$ cat config.mk
export PLATFORM = sky130hd
export DESIGN_NAME = word_splitter_flat
export DESIGN_NICKNAME = d
export VERILOG_FILES = /design/src/rtl/word_splitter_if.sv /design/src/rtl/word_splitter.sv /design/src/flat_wrapper.sv
export SDC_FILE = /design/constraint.sdc
export NUM_CORES = 1
export LEC_CHECK = 0
export CORE_MARGIN = 10
export CORE_UTILIZATION = 43
export CTS_CLUSTER_SIZE = 30
export DETAILED_ROUTE_END_ITERATION = 10
export PLACE_DENSITY_LB_ADDON = 0.15
export SLEW_MARGIN = 20
export SYNTH_ARGS = -nofsm -noshare
export SYNTH_HDL_FRONTEND = slang
export SYNTH_SLANG_ARGS = --single-unit
$ cat constraint.sdc
create_clock -name clk -period 2.25 [get_ports clk]
set_input_delay 0.45 -clock clk [delete_from_list [all_inputs] [get_ports clk]]
set_output_delay 0.45 -clock clk [all_outputs]
set_load 0.02 [all_outputs]
$ cat src/rtl/word_splitter_if.sv
// rtl/word_splitter_if.sv - input word and output slice streams of the word splitter
interface word_splitter_if #(
    parameter int IN_W  = 256,
    parameter int OUT_W = 8
);
    localparam int NSLICE = IN_W / OUT_W;
    localparam int IDX_W  = $clog2(NSLICE);

    logic              in_valid;
    logic              in_ready;
    logic [IN_W-1:0]   in_data;
    logic              msb_first;

    logic              out_valid;
    logic              out_ready;
    logic [OUT_W-1:0]  out_data;
    logic [IDX_W-1:0]  out_idx;
    logic              out_last;

    modport slave (
        input  in_valid, in_data, msb_first, out_ready,
        output in_ready, out_valid, out_data, out_idx, out_last
    );

    modport master (
        output in_valid, in_data, msb_first, out_ready,
        input  in_ready, out_valid, out_data, out_idx, out_last
    );
endinterface

$ cat src/rtl/word_splitter.sv
// rtl/word_splitter.sv - splits one IN_W-bit word into NSLICE OUT_W-bit slices
module word_splitter #(
    parameter int IN_W  = 256,
    parameter int OUT_W = 8
) (
    input  logic           clk,
    input  logic           reset,
    word_splitter_if.slave bus
);
    localparam int NSLICE = IN_W / OUT_W;
    localparam int IDX_W  = $clog2(NSLICE);
    localparam logic [IDX_W-1:0] LAST_IDX = IDX_W'(NSLICE - 1);

    localparam logic [0:0] S_IDLE = 1'b0;
    localparam logic [0:0] S_BUSY = 1'b1;

    if ((IN_W % OUT_W) != 0 || (IN_W / OUT_W) < 2) begin : g_bad_params
        $error("word_splitter: IN_W must be a multiple of OUT_W with at least two slices");
    end

    logic [0:0]       state_q, state_d;
    logic [IN_W-1:0]  shift_q, shift_d;
    logic             msb_q, msb_d;
    logic             out_valid_q, out_valid_d;
    logic [OUT_W-1:0] out_data_q, out_data_d;
    logic [IDX_W-1:0] out_idx_q, out_idx_d;
    logic             out_last_q, out_last_d;
    logic             in_ready_c;

    // shift_q always holds the not-yet-emitted slices with the next one at the
    // LSB end (LSB-first) or the MSB end (MSB-first), so each slice is a fixed select.
    always_comb begin
        state_d     = state_q;
        shift_d     = shift_q;
        msb_d       = msb_q;
        out_valid_d = out_valid_q;
        out_data_d  = out_data_q;
        out_idx_d   = out_idx_q;
        out_last_d  = out_last_q;
        in_ready_c  = (state_q == S_IDLE) && !reset;

        case (state_q)
            S_IDLE: begin
                if (bus.in_valid && in_ready_c) begin
                    state_d     = S_BUSY;
                    msb_d       = bus.msb_first;
                    out_valid_d = 1'b1;
                    out_idx_d   = '0;
                    out_last_d  = 1'b0;
                    if (bus.msb_first) begin
                        out_data_d = bus.in_data[IN_W-1 -: OUT_W];
                        shift_d    = bus.in_data << OUT_W;
                    end else begin
                        out_data_d = bus.in_data[OUT_W-1:0];
                        shift_d    = bus.in_data >> OUT_W;
                    end
                end
            end
            S_BUSY: begin
                if (out_valid_q && bus.out_ready) begin
                    if (out_last_q) begin
                        state_d     = S_IDLE;
                        out_valid_d = 1'b0;
                        out_data_d  = '0;
                        out_idx_d   = '0;
                        out_last_d  = 1'b0;
                        shift_d     = '0;
                    end else begin
                        out_idx_d  = out_idx_q + 1'b1;
                        out_last_d = ((out_idx_q + 1'b1) == LAST_IDX);
                        if (msb_q) begin
                            out_data_d = shift_q[IN_W-1 -: OUT_W];
                            shift_d    = shift_q << OUT_W;
                        end else begin
                            out_data_d = shift_q[OUT_W-1:0];
                            shift_d    = shift_q >> OUT_W;
                        end
                    end
                end
            end
            default: begin
                state_d     = S_IDLE;
                out_valid_d = 1'b0;
                out_last_d  = 1'b0;
                out_idx_d   = '0;
            end
        endcase
    end

    always_ff @(posedge clk) begin
        if (reset) begin
            state_q     <= S_IDLE;
            shift_q     <= '0;
            msb_q       <= 1'b0;
            out_valid_q <= 1'b0;
            out_data_q  <= '0;
            out_idx_q   <= '0;
            out_last_q  <= 1'b0;
        end else begin
            state_q     <= state_d;
            shift_q     <= shift_d;
            msb_q       <= msb_d;
            out_valid_q <= out_valid_d;
            out_data_q  <= out_data_d;
            out_idx_q   <= out_idx_d;
            out_last_q  <= out_last_d;
        end
    end

    assign bus.in_ready  = in_ready_c;
    assign bus.out_valid = out_valid_q;
    assign bus.out_data  = out_data_q;
    assign bus.out_idx   = out_idx_q;
    assign bus.out_last  = out_last_q;
endmodule

$ cat src/flat_wrapper.sv
// flat-port wrapper written by rule: the top's interface ports become plain ports
module word_splitter_flat 
#(
    parameter int IN_W  = 256,
    parameter int OUT_W = 8
)
  (clk, reset, bus_in_valid, bus_in_data, bus_msb_first, bus_out_ready, bus_in_ready, bus_out_valid, bus_out_data, bus_out_idx, bus_out_last);
  word_splitter_if #(.IN_W(IN_W), .OUT_W(OUT_W)) bus_i ();
  input  logic clk;
  input  logic reset;
  input wire logic [$bits(bus_i.in_valid)-1:0] bus_in_valid;
  input wire logic [$bits(bus_i.in_data)-1:0] bus_in_data;
  input wire logic [$bits(bus_i.msb_first)-1:0] bus_msb_first;
  input wire logic [$bits(bus_i.out_ready)-1:0] bus_out_ready;
  output wire logic [$bits(bus_i.in_ready)-1:0] bus_in_ready;
  output wire logic [$bits(bus_i.out_valid)-1:0] bus_out_valid;
  output wire logic [$bits(bus_i.out_data)-1:0] bus_out_data;
  output wire logic [$bits(bus_i.out_idx)-1:0] bus_out_idx;
  output wire logic [$bits(bus_i.out_last)-1:0] bus_out_last;
  assign bus_i.in_valid = bus_in_valid;
  assign bus_i.in_data = bus_in_data;
  assign bus_i.msb_first = bus_msb_first;
  assign bus_i.out_ready = bus_out_ready;
  assign bus_in_ready = bus_i.in_ready;
  assign bus_out_valid = bus_i.out_valid;
  assign bus_out_data = bus_i.out_data;
  assign bus_out_idx = bus_i.out_idx;
  assign bus_out_last = bus_i.out_last;
  word_splitter #(.IN_W(IN_W), .OUT_W(OUT_W)) u_core (.clk(clk), .reset(reset), .bus(bus_i));
endmodule
==> key figures <==
Worst setup path
  – Largest incremental delay on the critical path: approximately 690 ps
  – Crit end category: output pin
  – Delay-heaviest family, CP: buffers and inverters
  – Required time of the critical path: approximately 1800 ps
  – Worst Path Class, Setup: flip-flop to output pin
  – Buffers & Inverters on Critical Path: 1
  – Arrival time reported for the critical path endpoint: approximately 1800 ps
  – Maximum fanout along the worst path: 6
  – Cell-by-cell listing of the critical path: clkdlybuf4s50_1
  – Sort of element at the start of the critical path: flip-flop
  – Crit-path slowest cell: sky130_fd_sc_hd__clkdlybuf4s50_1

Flow run
  – Max Cap Violations: 0

Cells and area
  – Commonest non-fill, non-tap cells in the layout: sky130_fd_sc_hd__mux2i_1, sky130_fd_sc_hd__clkdlybuf4s50_1, sky130_fd_sc_hd__dfxtp_1
  – Final cell utilization of the core: roughly 54%
  – Most common cell after layout, fill and taps aside: sky130_fd_sc_hd__mux2i_1
  – Post-route insts no fill: roughly 2,500
  – Growth of design area from synthesis to finish: 24.0%
  – Diodes inserted: 0
  – Layout fillers: 3,679
  – Fraction of layout cells with a size suffix above 1: 6.94%
  – Nets: between 2,000 and 2,500

Floorplan
  – Number of rows created at floorplan: 74
  – Number of I/O pins: 277
  – Die Span X: 223 um
  – Core region area: roughly 0.04 mm^2
  – Die area: 0.0496 mm^2
  – Overall die height: between 200 and 250 um
  – Initial Utilization: between 40 and 50%

Timing
  – Unrepaired setup endpoints after global routing: no
  – Final count of negative-setup-slack endpoints: 0
  – Worst-case hold slack: 168 ps
  – Max-slew violation count: 0
  – Worst setup skew after layout: 6.91 ps
  – Final critical-path required period: around 2200 ps
  – Total count of hold-check failures in the final report: 0
  – Slew headroom: 31.8%
  – Achievable clock frequency: around 0.45 GHz
  – Final TNS setup: 0 ps
  – Transition at the pin with the smallest max-transition slack: roughly 1000 ps
  – Tcrit/Tclk final: a little over nine tenths

Synth
  – Seq cells post-synth: ~270
  – Post-synthesis cell type count: 35
  – Dominant synthesized flop cell: sky130_fd_sc_hd__dfxtp_1
  – Syn Nets: between 2,000 and 2,500
  – Count of flip-flops with a built-in enable after synthesis: 0
  – Mapped Area: 0.0177 mm^2
  – Synthesized area per cell: 9.60 um^2
  – Yosys warning count: 0
  – Cell count after synthesis: around 1,800
  – Sequential element share of the synthesized area: between 30 and 40%
  – Proportion of synthesized flip-flops having asynchronous set or reset: 0%

Global routing
  – Global-route wire length before repair: roughly 100,000 um
  – Largest net degree at the start of global routing: roughly 190
  – Number of global-route vias before repair: 16,400
  – Overflow left after global routing: 0
  – All-Layer GR Usage: between 20 and 25%
  – Antenna violations before repair: 0

Power and ir drop
  – PD cells: approximately 650 mW/mm^2
  – Overall power: roughly 14 mW
  – Peak ir drop on the vdd network: a little under 500 uV
  – Leakage power of the design: ~7.5 nW

Placed design
  – Inst Count DP: 2,493
  – Port Buffer Count: ~280
  – Final RePlAce weighted congestion: roughly 0.82
  – HPWL after detailed placement: approximately 45,000 um

Hold path
  – Worst min-delay path category: input pin to flip-flop

Route
  – DR vias: ~16,000
  – Routed len/inst: 25.7 um
  – Total length of routed wires: between 60,000 and 70,000 um
  – Drt first pass iters: 5
  – Iter 0 DRT Violations: 1,617
  – Via density per instance: ~6.4
  – Remaining antenna violation count: 0
  – DR DRC count: 0

CTS
  – Clk slew on worst S/H paths: 60 ps
  – Total clock sinks: roughly 270
  – CTS tree: done
  – Cell at the root of the clock tree: sky130_fd_sc_hd__clkbuf_16
  – Maximum number of buffers from clock root to sink: 3
  – Clock latency reported for the late side of the worst-skew pair: about 560 ps
  – H-tree depth reported by CTS: 1
  – Count of buffers added by post-CTS timing repair for setup: 0
  – TritonCTS buffer count: 31

Status
  – Outcome: finished, final reports clean
==> area by class of cell <==
type / count / area, um^2 / share of cell area [%]
multi-input cells: 1330 / 10900 / 49.7
flip-flops and latches: 273 / 5470 / 25.0
repair buffers: 356 / 3880 / 17.7
clock buffers: 41 / 863 / 3.94
well taps: 532 / 666 / 3.04
clock inverters: 14 / 125 / 0.572
inverters: 2 / 7.51 / 0.0343
==> repair_timing <==
item	in CTS	in global routing
gates resized for setup	0	2
setup endpoints to repair	0	2
hold buffers	0	0
==> stage by stage <==
| step | setup slack [ps] | cell area (um^2) |
|---|---|---|
| 3_5_place_dp | -22.8 | 20900 |
| 2_1_floorplan | 458 | 17700 |
| 5_1_grt | 0.515 | 21900 |
| 3_3_place_gp | 8.23 | 20900 |
| 6_report | 40.6 | 21900 |
| 4_1_cts | 10.0 | 21900 |
==> metal layers <==
metal  global-route usage (%)  up-vias  wire length (um)
met4                     6.69        0              1540
met2                     39.8      623             30700
met1                     33.3     7982             29300
met5                        0        -                 0
met3                     3.99       98              3980
li1                         -     7597                 -
==> final timing paths <==
kind,from,to,slack (ps),cells past startpoint
max reg2reg,u_core.state_q$_SDFF_PP0_,u_core.shift_q[237]$_SDFFE_PP0P_,390,6
max,u_core.bus.out_last$_SDFFE_PP0P_,bus_out_last,40,1
min,reset,u_core.shift_q[236]$_SDFFE_PP0P_,170,2
min reg2reg,u_core.shift_q[251]$_SDFFE_PP0P_,u_core.shift_q[251]$_SDFFE_PP0P_,490,2
==> synthesized netlist by cell type, drive strengths merged, types with 2 or more instances <==
cell	number	area, um^2
nand3	22	110
dfxtp	273	5470
o41ai	2	17.5
mux2i	497	4970
nand4b	3	26.3
a21oi	21	105
xor2	2	17.5
buf	158	1020
a32oi	16	140
nor3	248	1240
nand2	2	15.0
o22a	248	2170
nor2	5	18.8
clkbuf	77	308
a211oi	249	1870
ha	2	25.0
inv	2	7.51
==> flip-flops by register name, indices dropped and copies added (netlist names) <==
signal and flops:
u_core.state_q 1, u_core.shift_q 256, u_core.msb_q 1, u_core.bus.out_idx 5, u_core.bus.out_data 8, u_core.bus.out_last 1
u_core.bus.out_valid 1
==> cells by family after synthesis <==
family          count (synthesis)  share of synthesized area, %
xor+xnor                        2                        0.0992
buf+inv                       237                          7.55
flops                         273                          31.0
fa+ha+maj                       2                         0.142
simple gates                  288                          8.45
mux                           497                          28.2
compound gates                541                          24.6
==> power by group <==
part | total, mW | switching [mW] | internal, mW
sequential | 5.67 | 0.429 | 5.24
clock | 5.04 | 2.14 | 2.90
combinational | 3.54 | 1.77 | 1.77
total | 14.2 | 4.34 | 9.91
(Power assumes the default switching activity.)
